**config.mk**
```make
export PLATFORM = sky130hd
export DESIGN_NAME = hazard_ctrl_flat
export DESIGN_NICKNAME = d
export VERILOG_FILES = /design/src/rtl/hazard_ctrl_if.sv /design/src/rtl/hazard_ctrl.sv /design/src/flat_wrapper.sv
export SDC_FILE = /design/constraint.sdc
export NUM_CORES = 1
export LEC_CHECK = 0
export ABC_AREA = 1
export ABC_CLOCK_PERIOD_IN_PS = 1800
export CORE_MARGIN = 2
export CORE_UTILIZATION = 52
export DETAILED_ROUTE_END_ITERATION = 8
export HOLD_SLACK_MARGIN = 0.02
export PLACE_DENSITY = 0.8
export SLEW_MARGIN = 20
export SYNTH_ARGS = -nofsm -noshare
export SYNTH_HDL_FRONTEND = slang
export SYNTH_SLANG_ARGS = --single-unit
```
**constraint.sdc**
```tcl
create_clock -name clk -period 1.8 [get_ports clk]
set_input_delay 0.18 -clock clk [delete_from_list [all_inputs] [get_ports clk]]
set_output_delay 0.18 -clock clk [all_outputs]
set_load 0.02 [all_outputs]
```
**src/rtl/hazard_ctrl_if.sv**
```systemverilog
`default_nettype none
// ============================================================================
// Module      : hazard_ctrl_if
// Description : Bundle between the decode/memory stages and the hazard
//               sequencer.
//               master : drives decode fields and br_taken, reads controls.
//               slave  : hazard_ctrl itself, reads decode fields and drives
//                        the stall/flush/issue controls and the counters.
// Ports       : id_valid, id_rs_a, id_rs_b, id_use_a, id_use_b, id_rd,
//               id_reg_write, br_taken        (master -> slave)
//               pc_stall, if_id_stall, id_ex_bubble, flush_if_id,
//               flush_id_ex, issue, stall_cnt, flush_cnt (slave -> master)
// Revision    : 1.0 - initial release
// ============================================================================
interface hazard_ctrl_if #(
  parameter int CNT_W = 16
);
  logic             id_valid;
  logic [3:0]       id_rs_a;
  logic [3:0]       id_rs_b;
  logic             id_use_a;
  logic             id_use_b;
  logic [3:0]       id_rd;
  logic             id_reg_write;
  logic             br_taken;

  logic             pc_stall;
  logic             if_id_stall;
  logic             id_ex_bubble;
  logic             flush_if_id;
  logic             flush_id_ex;
  logic             issue;
  logic [CNT_W-1:0] stall_cnt;
  logic [CNT_W-1:0] flush_cnt;

  modport master (
    output id_valid, id_rs_a, id_rs_b, id_use_a, id_use_b, id_rd,
           id_reg_write, br_taken,
    input  pc_stall, if_id_stall, id_ex_bubble, flush_if_id, flush_id_ex,
           issue, stall_cnt, flush_cnt
  );

  modport slave (
    input  id_valid, id_rs_a, id_rs_b, id_use_a, id_use_b, id_rd,
           id_reg_write, br_taken,
    output pc_stall, if_id_stall, id_ex_bubble, flush_if_id, flush_id_ex,
           issue, stall_cnt, flush_cnt
  );
endinterface
`default_nettype wire

```
**src/rtl/hazard_ctrl.sv**
```systemverilog
`default_nettype none
// ============================================================================
// Module      : hazard_ctrl
// Description : Issue/stall/flush sequencer for the 5-stage core without
//               forwarding. A scoreboard of in-flight register writes blocks
//               a decode read until the write lands; a taken branch resolved
//               in memory flushes the younger stages for FLUSH_CYCLES+1
//               cycles. Saturating counters track stall cycles and branches.
// Ports       : clk, rst          - clock, synchronous active-high reset
//               bus (slave)       - decode fields, br_taken in;
//                                   pc_stall, if_id_stall, id_ex_bubble,
//                                   flush_if_id, flush_id_ex, issue,
//                                   stall_cnt, flush_cnt out
// Revision    : 1.0 - initial release
// ============================================================================
module hazard_ctrl #(
  parameter int HAZ_DEPTH    = 3,
  parameter int BR_SLOT      = 1,
  parameter int FLUSH_CYCLES = 2,
  parameter int R0_ZERO      = 1,
  parameter int CNT_W        = 16
) (
  input  logic         clk,
  input  logic         rst,
  hazard_ctrl_if.slave bus
);

  localparam logic [1:0] S_RUN   = 2'd0;
  localparam logic [1:0] S_STALL = 2'd1;
  localparam logic [1:0] S_FLUSH = 2'd2;

  localparam int               FCNT_W    = (FLUSH_CYCLES > 1) ? $clog2(FLUSH_CYCLES) : 1;
  localparam logic [FCNT_W-1:0] FCNT_LOAD = FCNT_W'(FLUSH_CYCLES - 1);
  localparam bit               R0_IGN    = (R0_ZERO != 0);
  localparam logic [CNT_W-1:0] CNT_ONE   = CNT_W'(1);

  logic [1:0]                 state_q, state_d;
  logic [FCNT_W-1:0]          fcnt_q, fcnt_d;
  logic [HAZ_DEPTH-1:0]       slot_v_q;
  logic [HAZ_DEPTH-1:0][3:0]  slot_rd_q;
  logic [HAZ_DEPTH-1:0]       hit;
  logic                       hazard;
  logic [CNT_W-1:0]           stall_cnt_q;
  logic [CNT_W-1:0]           flush_cnt_q;

  logic pc_stall, if_id_stall, id_ex_bubble, flush_if_id, flush_id_ex, issue;

  // --------------------------------------------------------------------------
  // Scoreboard match: one comparator pair per in-flight slot
  // --------------------------------------------------------------------------
  for (genvar i = 0; i < HAZ_DEPTH; i++) begin : g_match
    assign hit[i] = slot_v_q[i]
                  && !(R0_IGN && (slot_rd_q[i] == 4'd0))
                  && ((bus.id_use_a && (slot_rd_q[i] == bus.id_rs_a))
                   || (bus.id_use_b && (slot_rd_q[i] == bus.id_rs_b)));
  end

  assign hazard = bus.id_valid & (|hit);

  // Slots shift every cycle regardless of stall so older writes keep
  // retiring. On a taken branch the entries younger than the branch are
  // wrong-path and get dropped as they move.
  always_ff @(posedge clk) begin
    if (rst) begin
      slot_v_q  <= '0;
      slot_rd_q <= '0;
    end else begin
      slot_v_q[0]  <= issue & bus.id_reg_write;
      slot_rd_q[0] <= bus.id_rd;
      for (int i = 1; i < HAZ_DEPTH; i++) begin
        slot_v_q[i]  <= slot_v_q[i-1] & ~(bus.br_taken & ((i - 1) < BR_SLOT));
        slot_rd_q[i] <= slot_rd_q[i-1];
      end
    end
  end

  // --------------------------------------------------------------------------
  // FSM: state register
  // --------------------------------------------------------------------------
  always_ff @(posedge clk) begin
    if (rst) begin
      state_q <= S_RUN;
      fcnt_q  <= '0;
    end else begin
      state_q <= state_d;
      fcnt_q  <= fcnt_d;
    end
  end

  // --------------------------------------------------------------------------
  // FSM: next state (branch takes priority over everything)
  // --------------------------------------------------------------------------
  always_comb begin
    state_d = state_q;
    fcnt_d  = fcnt_q;
    if (bus.br_taken) begin
      state_d = S_FLUSH;
      fcnt_d  = FCNT_LOAD;
    end else begin
      case (state_q)
        S_RUN, S_STALL: state_d = hazard ? S_STALL : S_RUN;
        S_FLUSH: begin
          if (fcnt_q == '0) state_d = S_RUN;
          else              fcnt_d  = fcnt_q - 1'b1;
        end
        default: state_d = S_RUN;
      endcase
    end
  end

  // --------------------------------------------------------------------------
  // FSM: outputs. RUN and STALL share one rule driven by the live hazard,
  // so the cycle the hazard clears already issues.
  // --------------------------------------------------------------------------
  always_comb begin
    pc_stall     = 1'b0;
    if_id_stall  = 1'b0;
    id_ex_bubble = 1'b1;
    flush_if_id  = 1'b0;
    flush_id_ex  = 1'b0;
    issue        = 1'b0;
    if (rst) begin
      id_ex_bubble = 1'b1;
    end else if (bus.br_taken || (state_q == S_FLUSH)) begin
      flush_if_id  = 1'b1;
      flush_id_ex  = 1'b1;
      id_ex_bubble = 1'b1;
    end else begin
      pc_stall     = hazard;
      if_id_stall  = hazard;
      id_ex_bubble = hazard | ~bus.id_valid;
      issue        = bus.id_valid & ~hazard;
    end
  end

  // --------------------------------------------------------------------------
  // Saturating performance counters
  // --------------------------------------------------------------------------
  always_ff @(posedge clk) begin
    if (rst) begin
      stall_cnt_q <= '0;
      flush_cnt_q <= '0;
    end else begin
      if (hazard && !bus.br_taken && (stall_cnt_q != '1))
        stall_cnt_q <= stall_cnt_q + CNT_ONE;
      if (bus.br_taken && (flush_cnt_q != '1))
        flush_cnt_q <= flush_cnt_q + CNT_ONE;
    end
  end

  assign bus.pc_stall     = pc_stall;
  assign bus.if_id_stall  = if_id_stall;
  assign bus.id_ex_bubble = id_ex_bubble;
  assign bus.flush_if_id  = flush_if_id;
  assign bus.flush_id_ex  = flush_id_ex;
  assign bus.issue        = issue;
  assign bus.stall_cnt    = stall_cnt_q;
  assign bus.flush_cnt    = flush_cnt_q;

endmodule
`default_nettype wire

```
**src/flat_wrapper.sv**
```systemverilog
// flat-port wrapper written by rule: the top's interface ports become plain ports
module hazard_ctrl_flat 
#(
  parameter int HAZ_DEPTH    = 3,
  parameter int BR_SLOT      = 1,
  parameter int FLUSH_CYCLES = 2,
  parameter int R0_ZERO      = 1,
  parameter int CNT_W        = 16
)
  (clk, rst, bus_id_valid, bus_id_rs_a, bus_id_rs_b, bus_id_use_a, bus_id_use_b, bus_id_rd, bus_id_reg_write, bus_br_taken, bus_pc_stall, bus_if_id_stall, bus_id_ex_bubble, bus_flush_if_id, bus_flush_id_ex, bus_issue, bus_stall_cnt, bus_flush_cnt);
  hazard_ctrl_if #(.CNT_W(CNT_W)) bus_i ();
  input  logic clk;
  input  logic rst;
  input wire logic [$bits(bus_i.id_valid)-1:0] bus_id_valid;
  input wire logic [$bits(bus_i.id_rs_a)-1:0] bus_id_rs_a;
  input wire logic [$bits(bus_i.id_rs_b)-1:0] bus_id_rs_b;
  input wire logic [$bits(bus_i.id_use_a)-1:0] bus_id_use_a;
  input wire logic [$bits(bus_i.id_use_b)-1:0] bus_id_use_b;
  input wire logic [$bits(bus_i.id_rd)-1:0] bus_id_rd;
  input wire logic [$bits(bus_i.id_reg_write)-1:0] bus_id_reg_write;
  input wire logic [$bits(bus_i.br_taken)-1:0] bus_br_taken;
  output wire logic [$bits(bus_i.pc_stall)-1:0] bus_pc_stall;
  output wire logic [$bits(bus_i.if_id_stall)-1:0] bus_if_id_stall;
  output wire logic [$bits(bus_i.id_ex_bubble)-1:0] bus_id_ex_bubble;
  output wire logic [$bits(bus_i.flush_if_id)-1:0] bus_flush_if_id;
  output wire logic [$bits(bus_i.flush_id_ex)-1:0] bus_flush_id_ex;
  output wire logic [$bits(bus_i.issue)-1:0] bus_issue;
  output wire logic [$bits(bus_i.stall_cnt)-1:0] bus_stall_cnt;
  output wire logic [$bits(bus_i.flush_cnt)-1:0] bus_flush_cnt;
  assign bus_i.id_valid = bus_id_valid;
  assign bus_i.id_rs_a = bus_id_rs_a;
  assign bus_i.id_rs_b = bus_id_rs_b;
  assign bus_i.id_use_a = bus_id_use_a;
  assign bus_i.id_use_b = bus_id_use_b;
  assign bus_i.id_rd = bus_id_rd;
  assign bus_i.id_reg_write = bus_id_reg_write;
  assign bus_i.br_taken = bus_br_taken;
  assign bus_pc_stall = bus_i.pc_stall;
  assign bus_if_id_stall = bus_i.if_id_stall;
  assign bus_id_ex_bubble = bus_i.id_ex_bubble;
  assign bus_flush_if_id = bus_i.flush_if_id;
  assign bus_flush_id_ex = bus_i.flush_id_ex;
  assign bus_issue = bus_i.issue;
  assign bus_stall_cnt = bus_i.stall_cnt;
  assign bus_flush_cnt = bus_i.flush_cnt;
  hazard_ctrl #(.HAZ_DEPTH(HAZ_DEPTH), .BR_SLOT(BR_SLOT), .FLUSH_CYCLES(FLUSH_CYCLES), .R0_ZERO(R0_ZERO), .CNT_W(CNT_W)) u_core (.clk(clk), .rst(rst), .bus(bus_i));
endmodule
```
==> results of run 1 <==
## cells in the final DEF (no fill, tap or decap), types with 2 or more instances in the layout
cell type,synthesis,routed
sky130_fd_sc_hd__dfxtp_2,0,9
sky130_fd_sc_hd__nor3_2,4,3
sky130_fd_sc_hd__buf_6,0,5
sky130_fd_sc_hd__clkdlybuf4s50_1,0,43
sky130_fd_sc_hd__nor3_4,0,2
sky130_fd_sc_hd__dfxtp_4,0,3
sky130_fd_sc_hd__nand3_1,18,18
sky130_fd_sc_hd__nand4_2,8,7
sky130_fd_sc_hd__xnor2_1,4,4
sky130_fd_sc_hd__inv_2,8,14
sky130_fd_sc_hd__clkbuf_8,1,5
sky130_fd_sc_hd__o21ai_0,11,8
sky130_fd_sc_hd__o21bai_1,11,11
sky130_fd_sc_hd__a21oi_1,15,15
sky130_fd_sc_hd__nand2_2,5,9
sky130_fd_sc_hd__o21ai_1,1,4
sky130_fd_sc_hd__buf_4,4,26
sky130_fd_sc_hd__nor3_1,8,7
sky130_fd_sc_hd__nor2_2,3,6
sky130_fd_sc_hd__nor2_1,79,74
sky130_fd_sc_hd__nand2_1,113,108
sky130_fd_sc_hd__dlygate4sd2_1,0,8
sky130_fd_sc_hd__nand2_4,1,2
sky130_fd_sc_hd__xor2_1,2,2
sky130_fd_sc_hd__nand4_1,15,15
sky130_fd_sc_hd__nor2_4,0,2
sky130_fd_sc_hd__dfxtp_1,50,38
sky130_fd_sc_hd__inv_1,74,67
## area by class of cell
cell class	instances	area, µm²
sequential	50	1020
tap	72	90.1
fill	456	1510
clock inverter	2	37.5
inverter	83	319
clock buffer	6	72.6
timing repair buffer	84	785
multi-input combinational	308	1600
## power groups by stage
stage               Sequential [µW]  Clock, µW  Combinational (µW)
detailed placement             1170          0                 270
CTS                            1140        808                 266
global placement               1170          0                 266
floorplan                      1170          0                 147
finish                         1140        787                 285
global route                   1150        842                 316
## cell families (layout without fill, tap and decap cells)
group,count (synthesis),count (layout),share of synthesized area (%)
and+or+nand+nor,259,259,41.0
buffers and inverters,94,175,13.6
DFF,50,50,34.4
AOI/OAI and AO/OA,41,41,8.30
xor gates and xnor gates,6,6,1.81
adders and majority gates,2,2,0.860
## worst max-delay path, stage by stage (launching register included)
cell	delay, ns
sky130_fd_sc_hd__dfxtp_4	0.37
sky130_fd_sc_hd__inv_4	0.07
sky130_fd_sc_hd__nand2_2	0.04
sky130_fd_sc_hd__nand2_1	0.06
sky130_fd_sc_hd__nor2_1	0.05
sky130_fd_sc_hd__nand3_1	0.08
sky130_fd_sc_hd__nand2_1	0.07
sky130_fd_sc_hd__nand2_2	0.10
sky130_fd_sc_hd__nand4_1	0.09
sky130_fd_sc_hd__nor3_1	0.15
sky130_fd_sc_hd__nand2_1	0.13
sky130_fd_sc_hd__inv_1	0.09
sky130_fd_sc_hd__buf_6	0.11
## registers in the layout, summed over array words and instances, names as in the netlist
register,flops
u_core.fcnt_q,1
u_core.slot_rd_q,12
u_core.bus.stall_cnt,16
u_core.slot_v_q,3
u_core.bus.flush_cnt,16
u_core.state_q,2
## repair_timing
item | CTS | global route
endpoints found under the hold margin | 0 | 0
buffers inserted | 0 | 5
endpoints found under the setup margin | 9 | 25
gates resized for setup | 41 | 43
pin swaps | 1 | 14
## layer usage
layer	track usage, %	part of all wire [%]	vias to the layer above
li1	-	-	1561
met1	28.9	46	1380
met2	40.4	50	52
met3	4.43	3.2	8
met4	6.38	0.99	0
met5	0	0	-
## per-stage QoR
step	TNS (ns)	power, µW
2_1_floorplan	0	1320
5_1_grt	-0.726	2300
6_report	-0.204	2220
3_5_place_dp	-6.23	1440
3_3_place_gp	-5.58	1430
4_1_cts	-0.197	2210
## worst paths after layout
path / start / end
worst min-delay path: bus_id_rd[3] / u_core.slot_rd_q[3]
worst max register to register: u_core.bus.flush_cnt[1] / u_core.bus.flush_cnt[12]
worst min register to register: u_core.slot_v_q[0] / u_core.slot_v_q[1]
worst max-delay path: u_core.slot_rd_q[7] / bus_issue
==> results by stage, run 1 <==
Status:
- The flow ran to the end, but the final reports show violations.
- The final reports fail on negative setup slack.

Synth:
- The net count after synthesis is between 400 and 500.
- Among all flip-flop cells after synthesis, the most frequent one is sky130_fd_sc_hd__dfxtp_1.
- The most frequent cell after synthesis is sky130_fd_sc_hd__nand2_1.
- Counting every instance in the synthesized netlist gives about 450.
- The share of the Yosys chip area taken by registers is 34.4%.
- The portion of synthesized cell area occupied by the leading cell type is 34.4%.
- The top cell type by total area after synthesis is sky130_fd_sc_hd__dfxtp_1.
- The number of enable-type register cells in the synthesized netlist is 0.
- The mapped netlist covers between 2000 and 3000 µm².
- The synthesized flop and latch total is 50.
- The proportion of register bits with asynchronous set or reset after synthesis is 0%.
- The average footprint of a synthesized cell is 6.44 µm².
- After synthesis, the cell types taking the most area are sky130_fd_sc_hd__dfxtp_1, sky130_fd_sc_hd__nand2_1, sky130_fd_sc_hd__nor2_1.
- The netlist uses 33 different library cells.
- After synthesis, the most frequently instantiated cells are sky130_fd_sc_hd__nand2_1, sky130_fd_sc_hd__nor2_1, sky130_fd_sc_hd__inv_1, sky130_fd_sc_hd__dfxtp_1, sky130_fd_sc_hd__nand3_1.
- The number of synthesis warnings is 0.

Die:
- Measured along the x axis, the die boundary spans ~79 µm.
- The floorplan step set the die height to a little under 80 µm.
- During I/O placement, the number of pins put on the boundary was 57.
- For this configuration, the core starts out at a cell density of between 50% and 60%.
- The die footprint is 6210 µm².
- The core area is 5440 µm².
- The row count is 27.

Power:
- The clock network fraction of design power is between 30 and 40%.
- The part of the power in combinational logic is between 10 and 15%.
- Sequential cells account for 51.6% of the total power.
- The standby leakage power is 0.00179 µW.
- The power density of the placed cells is approximately 560 nW/µm².
- Net switching is 24.6% of the power.
- The net switching power is ~550 µW.
- The peak supply drop is ~0.38 mV.
- Internal power comes to roughly 1700 µW.

Route:
- The count of unresolved DRC violations after routing is 0.
- The number of routed nets with antenna violations is 0.
- The vias per cell is 4.96.
- The total wire length is between 7000 and 8000 µm.
- In this run, the number of DRC markers left after iteration 0 of detailed routing was around 170.
- The via total after detailed routing is between 3000 and 4000.
- The routed length per placed instance is around 12 µm.
- The number of search-and-repair iterations in the first detailed-routing pass is 4.

STA:
- Setup violations remaining at the end of the flow were counted as 4.
- The transition time at the pin with the least slew margin is slightly above 0.4 ns.
- In this run the tightest slew margin relative to its limit is about 73%.
- The post-route worst setup slack is -0.102 ns.
- The worst-case hold slack is ~0.39 ns.
- The final max-slew violation count is 0.
- Of the available clock period, the critical path in the final layout requires 106%.
- The count of endpoints failing hold in the final timing report came to 0.
- Counting I/O delays and the setup requirement, the final critical path takes 1.90 ns.
- The highest achievable clock rate is between 500 and 600 MHz.
- Setup repair after global routing could not meet its margin everywhere.
- Clock skew on the completed layout was measured at 0.0146 ns.

GRT:
- The first global-routing pass estimated approximately 12000 µm of wire.
- For this run the aggregate overflow at the end of global routing stands at 0.
- Entering global routing, the biggest net connects 20 pins.
- For this run, the total global-route usage over all layers was measured as 23.0%.
- The number of global-route vias before repair is between 2000 and 3000.
- The number of antenna violations at the first check in global routing is 0.

Placement:
- Summed over all nets, the half-perimeter wirelength after detailed placement is roughly 5200 µm.
- The minimum setup slack after placement is -0.625 ns.
- After detailed placement, the total cell area comes to between 3000 and 4000 µm².
- The number of input and output port buffers inserted is 56.
- The final weighted congestion in routability-driven placement is approximately 0.97.
- Including well taps, the total number of placed cells is just under 600.

Final layout:
- The area growth from synthesis to layout is 34.9%.
- The diode insertion count for antenna repair is 0.
- Of the cells placed in the final design, the portion with a size suffix greater than 1 is 19.3%.
- After the last flow step, the layout net total stands at 553.
- The final cell area excluding filler cells is between 3000 and 4000 µm².
- The number of cells in the finished layout apart from fillers is 605.
- Once layout is complete, the utilization of the core stands at 72.2%.

Clocking:
- The root buffer cell is sky130_fd_sc_hd__clkbuf_8.
- The count of hold-fix buffers inserted at cts is 0.
- TritonCTS built the clock tree.
- The latest clock arrival within the worst-skew pair is 0.30 ns.
- Clock-pin slew was measured on the worst setup and hold paths at approximately 0.090 ns.
- The buffer depth of the longest clock path is 2.
- The deepest level of the CTS H-tree is 2.
- Clock tree synthesis inserted a total of 5 buffers.
- The number of sinks driven by the clock tree is 50.

Critical path:
- The worst setup path is captured at an output port.
- Measured in cells, the most critical reg-to-reg path has a length of 12.
- The maximum fanout along the worst path is 3.
- The kind of critical path is register to output port.
- The worst endpoint required time is about 1.6 ns.
- Across all register-to-register paths, the minimum setup slack is around 0.090 ns.
- The critical path launch point type is a register.
- For the worst setup path, the data arrival time is roughly 1.7 ns.

Job:
- Max-cap violations in this run came to 0.

Hold path:
- The min-delay analysis places its worst path in the category input port to register.
- The hold-critical path depth is 3.
Note: power is estimated with default switching activity, not from simulation.
==> run 2: changes to the inputs <==
--- a/config.mk
+++ b/config.mk
@@ -7,12 +7,15 @@
 export LEC_CHECK = 0
 export ABC_AREA = 1
 export ABC_CLOCK_PERIOD_IN_PS = 1800
+export CAP_MARGIN = 5
 export CORE_MARGIN = 2
 export CORE_UTILIZATION = 52
 export DETAILED_ROUTE_END_ITERATION = 8
 export HOLD_SLACK_MARGIN = 0.02
+export MAX_ROUTING_LAYER = met4
 export PLACE_DENSITY = 0.8
 export SLEW_MARGIN = 20
 export SYNTH_ARGS = -nofsm -noshare
 export SYNTH_HDL_FRONTEND = slang
 export SYNTH_SLANG_ARGS = --single-unit
+export TNS_END_PERCENT = 50
==> run 2 against run 1 <==
Against the previous run: the run still ends with negative setup slack left; wire length down 3.9%; via count down 0.23%; setup slack better by 0.047 ns; first-iteration DRC count fell by 31%; critical path depth fell by 4; clock skew shrank 0.0066 ns; global-route usage up 0.80 points; die area is the same; clock-buffer cell count down 1.
==> results by stage, run 2 (same netlist as run 1, synthesis figures left out) <==
Route:
- After detailed routing, the average wire length per cell comes to roughly 12 µm.
- After the first detailed-routing iteration, the DRC count stood at approximately 120.
- Wires add up to between 7000 and 8000 µm.
- The via total after detailed routing is between 2000 and 3000.
- Once detail routing completed, the nets flagged for antenna violations numbered 0.
- The number of search-and-repair iterations in the first detailed-routing pass is 4.
- Using the TritonRoute via totals, the vias-per-cell ratio works out to a little under 5.
- The count of unresolved DRC violations after routing is 0.

Die:
- The die footprint is 6210 µm².
- The row count is 27.
- For this configuration, the core starts out at a cell density of a little over half.
- The region available for standard cell placement spans about 5400 µm².
- The die height is approximately 80 µm.
- 57 I/O pins were placed.
- From left edge to right edge, the die measures roughly 79 µm.

Final layout:
- The top cell types in the final layout, fill and taps aside, are sky130_fd_sc_hd__nand2_1, sky130_fd_sc_hd__nor2_1, sky130_fd_sc_hd__inv_1.
- The sequential cell area is approximately 1000 µm².
- The area growth from synthesis to layout is 34.8%.
- The net total in the final layout is 555.
- The fraction of layout cells with a size suffix above 1 is between 20% and 30%.
- The number of fillers in the final layout is approximately 460.
- The area of the multi-input gates is between 1500 and 2000 µm².
- The diode insertion count for antenna repair is 0.
- The most common library cell in the layout ignoring fill and taps is sky130_fd_sc_hd__nand2_1.

GRT:
- The first global-routing pass estimated about 12000 µm of wire.
- Entering global routing, the biggest net connects 20 pins.
- The number of antenna violations at the first check in global routing came to 0.
- The total grt overflow is 0.
- The number of global-route vias before repair was 2705.
- The overall fraction of global-route tracks in use is 23.8%.

Clocking:
- The longest clock path from root to sink contains 2 buffers.
- The latest clock arrival within the worst-skew pair is approximately 0.3 ns.
- TritonCTS built the clock tree.
- The clock transition at the registers of the reported paths is ~0.10 ns.
- The number of buffers inserted during clock tree synthesis is 5.
- The deepest level of the CTS H-tree is 2.
- The root buffer cell is sky130_fd_sc_hd__clkbuf_8.
- The clock net in this run drives a total of 50 sinks.

Power:
- The power density of the placed cells is roughly 530 nW/µm².
- For this design the static power due to leakage is ~0.0018 µW.
- The worst-case IR drop observed on VDD is 0.582 mV.
- The sum of internal, switching and leakage power is roughly 2100 µW.

Critical path:
- The kind of critical path is register to output port.
- The critical path launch point type is a register.
- The critical path arrival is 1.67 ns.
- The kind of end point of the critical path is an output port.
- At the worst endpoint, the required time is about 1.6 ns.
- Of all nets on the critical path, the largest fanout is 5.

STA:
- For this run, the top clock speed supported by timing is between 500 and 600 MHz.
- The final max-slew violation count is 0.
- The transition time at the pin with the least slew margin is approximately 0.4 ns.
- The count of endpoints failing hold in the final timing report came to 0.
- The clock arrives with around 0.0080 ns of skew.
- Setup repair after global routing could not meet its margin everywhere.
- The setup-violating endpoint count in the final report is 2.
- The post-route worst setup slack is -0.0543 ns.
- In the finished design, the share of the clock period the worst path needs comes to 103%.
- The worst pin sits at a relative slew slack of 73.3%.
- After layout, the minimum clock period comes to between 1.5 and 2 ns.

Placement:
- The number of input and output port buffers inserted is 56.
- Routability-driven placement finished with a final weighted congestion of 0.955.
- After legalization and detailed placement, the total HPWL measured approximately 5200 µm.
- The minimum setup slack after placement is -0.661 ns.

Job:
- The number of maximum-capacitance constraint violations is 0.

Status:
- The final reports fail on negative setup slack.
- The flow ran to the end, but the final reports show violations.

Hold path:
- The worst hold path belongs to the class input port to register.
[run 2: changes by cell type in the layout (fill, tap and decap cells not counted), sizes merged]
| cell | delta |
|---|---|
| clkdlybuf4s50 | -1 |
| bufinv | -1 |
| clkinv | +2 |
| buf | +2 |
| clkbuf | -1 |
| dlygate4sd2 | +1 |
[run 2: layer usage]
layer,GRT usage [%],wire length (µm)
met1,29.2,3110
met2,40.1,3530
met3,4.20,296
met4,7.76,66
met5,-,0
[run 2: cell type report]
cell class	instances	area share, %
flip-flops and latches	50	26.1
inverters	83	8.00
multi-input cells	308	41.0
clock inverters	3	0.542
repair buffers	86	20.3
clock buffers	5	1.75
well taps	72	2.30
[run 2: through the flow]
stage | instances | hold slack, ns | utilization (%) | area (µm²) | setup TNS, ns
after floorplan | 452 | 0.287 | - | 2910 | 0
final | 607 | 0.388 | 72.1 | 3920 | -0.0821
after global routing | 607 | 0.416 | 72.1 | 3920 | -0.821
after global placement | 591 | 0.427 | 67.0 | 3640 | -5.68
after detailed placement | 591 | 0.441 | 67.0 | 3640 | -6.23
after CTS | 602 | 0.384 | 69.5 | 3780 | -0.237
[run 2: where the power goes]
part           leakage [µW]  internal [µW]  switching, µW
sequential         0.000411           1130           18.2
clock             0.0000441            274            385
combinational       0.00134            129            151
total               0.00180           1530            555
[run 2: timing repair]
action	in CTS	in global routing
cloned	0	0
setup buffers	3	5
pin swaps	7	11
resized for setup	58	30
endpoints found under the setup margin	8	24
hold buffers	0	0
[run 2: final timing paths]
check	slack, ns	end	depth (start not counted)	start
setup reg to reg	0.07	u_core.bus.stall_cnt[5]	11	u_core.slot_rd_q[9]
hold reg to reg	0.44	u_core.slot_v_q[1]	2	u_core.slot_v_q[0]
setup / recovery	-0.05	bus_issue	8	u_core.slot_rd_q[8]
hold / removal	0.39	u_core.slot_rd_q[3]	3	bus_id_rd[3]
[run 2: critical path, cell delays in order (launching register included)]
cell and delay, ns:
sky130_fd_sc_hd__dfxtp_4 0.37, sky130_fd_sc_hd__nor3_1 0.24, sky130_fd_sc_hd__a21boi_2 0.09, sky130_fd_sc_hd__nand2_2 0.11, sky130_fd_sc_hd__nand4_1 0.11, sky130_fd_sc_hd__nor3_2 0.16
sky130_fd_sc_hd__nand2_2 0.12, sky130_fd_sc_hd__inv_2 0.07, sky130_fd_sc_hd__buf_6 0.11
==> run 3: changes to the inputs <==
--- a/config.mk
+++ b/config.mk
@@ -14,6 +14,7 @@
 export HOLD_SLACK_MARGIN = 0.02
 export MAX_ROUTING_LAYER = met4
 export PLACE_DENSITY = 0.8
+export SKIP_LAST_GASP = 1
 export SLEW_MARGIN = 20
 export SYNTH_ARGS = -nofsm -noshare
 export SYNTH_HDL_FRONTEND = slang
==> run 3 against run 2 <==
Against the previous run: the run still ends with negative setup slack left; combinational power hardly changed; first-iteration DRC count down 1.7%; critical path depth did not move; sequential cell count did not move; power rose by 0.21%; highest routed layer unchanged; utilization is 0.41 points lower; clock-buffer cell count unchanged; clock skew grew 0.0029 ns; fmax is 2.4% lower; design area decreased by 0.57%; non-clock buffer count shrank 1; hold slack gained 0.00099 ns.
==> results by stage, run 3 (same netlist as run 1, synthesis figures left out) <==
Power:
- Total power for the finished layout comes to 2090 µW.
- The standby leakage power is ~0.0018 µW.
- The peak supply drop is 0.582 mV.
- The power density of the placed cells is 535 nW/µm².

STA:
- The final critical path time including I/O delays and setup is 1.90 ns.
- In the post-route analysis, the smallest setup slack over all paths is -0.100 ns.
- For the pin with the worst max-slew slack, the measured transition is slightly below 0.4 ns.
- Clock skew on the completed layout was measured at approximately 0.011 ns.
- The setup-violating endpoint count in the final report is 3.
- Based on the critical path, the design can be clocked at up to roughly 530 MHz.
- Across all hold checks on the routed design, the worst slack comes to roughly 0.39 ns.
- The final worst-path cycle share is 106%.
- The count of endpoints failing hold in the final timing report is 0.
- Setup repair after global routing could not meet its margin everywhere.
- The worst pin sits at a relative slew slack of about three quarters.
- The final max-slew violation count is 0.

Status:
- The checks that failed: negative setup slack.
- The run finished, with violations left.

Critical path:
- The worst setup path is of the register to output port kind.
- The worst setup path is launched from a register.
- The maximum fanout along the worst path is 5.
- By instance count, the cell type seen most on the critical path is sky130_fd_sc_hd__nand2_2.
- The endpoint identified for the worst register-to-register timing path is u_core.bus.stall_cnt[15].
- The start of the worst register-to-register path is u_core.bus.stall_cnt[0].
- The signal on the critical path passes through nor3_1, a21boi_2, nand2_2, nand4_1, nor3_2, nand2_2, inv_1, buf_2.
- The worst setup slack for register-to-register paths is ~0.070 ns.
- The longest individual stage delay on the worst path is ~0.37 ns.
- The number of cell instances on the worst register-to-register path is 9.
- The worst endpoint required time is 1.62 ns.
- At the worst endpoint, the arrival time is 1.72 ns.
- The largest individual stage delay along the critical path comes from the cell sky130_fd_sc_hd__dfxtp_4.
- The worst setup path is captured at an output port.
- The critical path's top delay family is simple AND/OR/NAND/NOR gates.
- The count of buffering cells on the critical path with inverters included is 2.

Job:
- The number of maximum-capacitance constraint violations is 0.

Route:
- Before antenna repair, the detailed router went through 4 iterations.
- In this run the remaining antenna-violating nets after routing total 0.
- The total wire length is roughly 7000 µm.
- The starting DRC count in detailed routing is 113.
- In the final routed layout, each cell accounts on average for approximately 12 µm.
- The vias per cell is about 4.9.
- The count of unresolved DRC violations after routing is 0.
- The routed layout has between 2000 and 3000 vias.

Final layout:
- The diode insertion count for antenna repair is 0.
- Leaving out fill and tap cells, the most frequent cell in the layout is sky130_fd_sc_hd__nand2_1.
- The top cell types in the final layout, fill and taps aside, are sky130_fd_sc_hd__nand2_1, sky130_fd_sc_hd__nor2_1, sky130_fd_sc_hd__inv_1.
- The number of fillers in the final layout is around 460.
- In the final design database the tool counted approximately 550 nets.
- Leaving out filler cells and counting taps, the final layout contains a little over 600.
- Cells with a size suffix above 1 make up between 20% and 30% of the layout.
- The layout overhead on the synthesized area is 34.0%.

Placement:
- Including well taps, the total number of placed cells is about 590.
- Before CTS, the worst setup slack after placement is -0.661 ns.
- The final weighted congestion in routability-driven placement is 0.955.
- The post-detailed-placement half-perimeter wirelength is 5230 µm.
- During placement, the flow inserted port buffers numbering 56.

Die:
- The die width is around 80 µm.
- For this configuration, the core starts out at a cell density of between 50% and 60%.
- The die covers ~6200 µm².
- The core area is about 5400 µm².
- The row count is 27.
- The number of top-level pins is 57.
- The die height is approximately 80 µm.

Clocking:
- In this run the deepest clock path goes through 2 buffers.
- The TritonCTS clock tree is built.
- The clock drives 50 sinks.
- In this run the number of H-tree levels came out at 2.
- The clock transition at the registers of the reported paths is 0.10 ns.
- The count of hold-fix buffers inserted at cts is 0.
- The latest clock arrival within the worst-skew pair is approximately 0.30 ns.
- The number of buffers inserted during clock tree synthesis is 5.
- The root buffer cell is sky130_fd_sc_hd__clkbuf_8.

GRT:
- The total overflow left after global routing is 0.
- The pin count of the biggest net entering global routing is 20.
- The number of antenna violations at the first check in global routing is 0.
- In the global route stage, overall resource usage came out at between 20% and 30%.
- The wire length of the first global-routing pass is ~12000 µm.
- The number of global-route vias before repair was 2705.

Hold path:
- The worst hold path terminates at u_core.slot_rd_q[3].
- In this run the most critical hold path is launched from bus_id_rd[3].
- In this run the worst hold path is classified as input port to register.
- The hold-critical path depth is 3.
-- run 3: power breakdown --
part           total [µW]  switching [µW]  leakage, µW  internal, µW
clock network         666             392    0.0000441           274
logic                 279             151      0.00135           128
registers            1140            18.1     0.000411          1130
-- run 3: area by class of cell --
type	count	area, µm²	area share [%]
Timing Repair Buffer	85	788	20.2
Clock inverter	3	21.3	0.545
Inverter	83	314	8.05
Clock buffer	5	68.8	1.76
Multi-Input combinational cell	308	1600	40.9
Sequential cell	50	1020	26.2
Tap cell	72	90.1	2.31
-- run 3: per-layer routing --
metal  vias up  part of all wire, %  track usage, %  routed length, µm
met5         -                    0               -                  0
met4         0                  1.1            7.76                 74
met3        11                  3.7            4.20                255
met2        57                   50            40.1               3500
met1      1332                   45            29.2               3150
li1       1568                    -               -                  -
-- run 3: timing repair --
item / CTS / global route
pin swaps: 7 / 11
setup endpoints to repair: 8 / 25
setup buffers: 3 / 4
gates resized for setup: 54 / 28
-- run 3: worst register-to-register path: cells and delay by family, from the launching register on --
family,cells,cell delay (ns)
adder cells (fa/ha/maj),1,0.19
buffers and inverters,1,0.06
flip-flops,1,0.36
AND/OR/NAND/NOR,7,1.04
-- run 3: worst max path at each step --
stage                               endpoint  slack (ns)  cells after the start                     from
finish                             bus_issue       -0.10                      8      u_core.slot_rd_q[8]
global placement                   bus_issue       -0.57                     12           bus_id_rs_b[3]
global route                       bus_issue       -0.26                     11      u_core.slot_rd_q[9]
detailed placement                 bus_issue       -0.66                     12           bus_id_rs_b[3]
CTS                          bus_flush_id_ex       -0.22                      5        u_core.state_q[1]
floorplan           u_core.bus.flush_cnt[13]        0.11                     12  u_core.bus.flush_cnt[1]
-- run 3: per-stage QoR --
stage | TNS, ns | instance area (µm²) | util (%)
after detailed placement | -6.23 | 3640 | 67.0
after floorplan | 0 | 2910 | -
after global routing | -1.18 | 3900 | 71.7
final | -0.128 | 3900 | 71.7
after CTS | -0.487 | 3770 | 69.4
after global placement | -5.68 | 3640 | 67.0
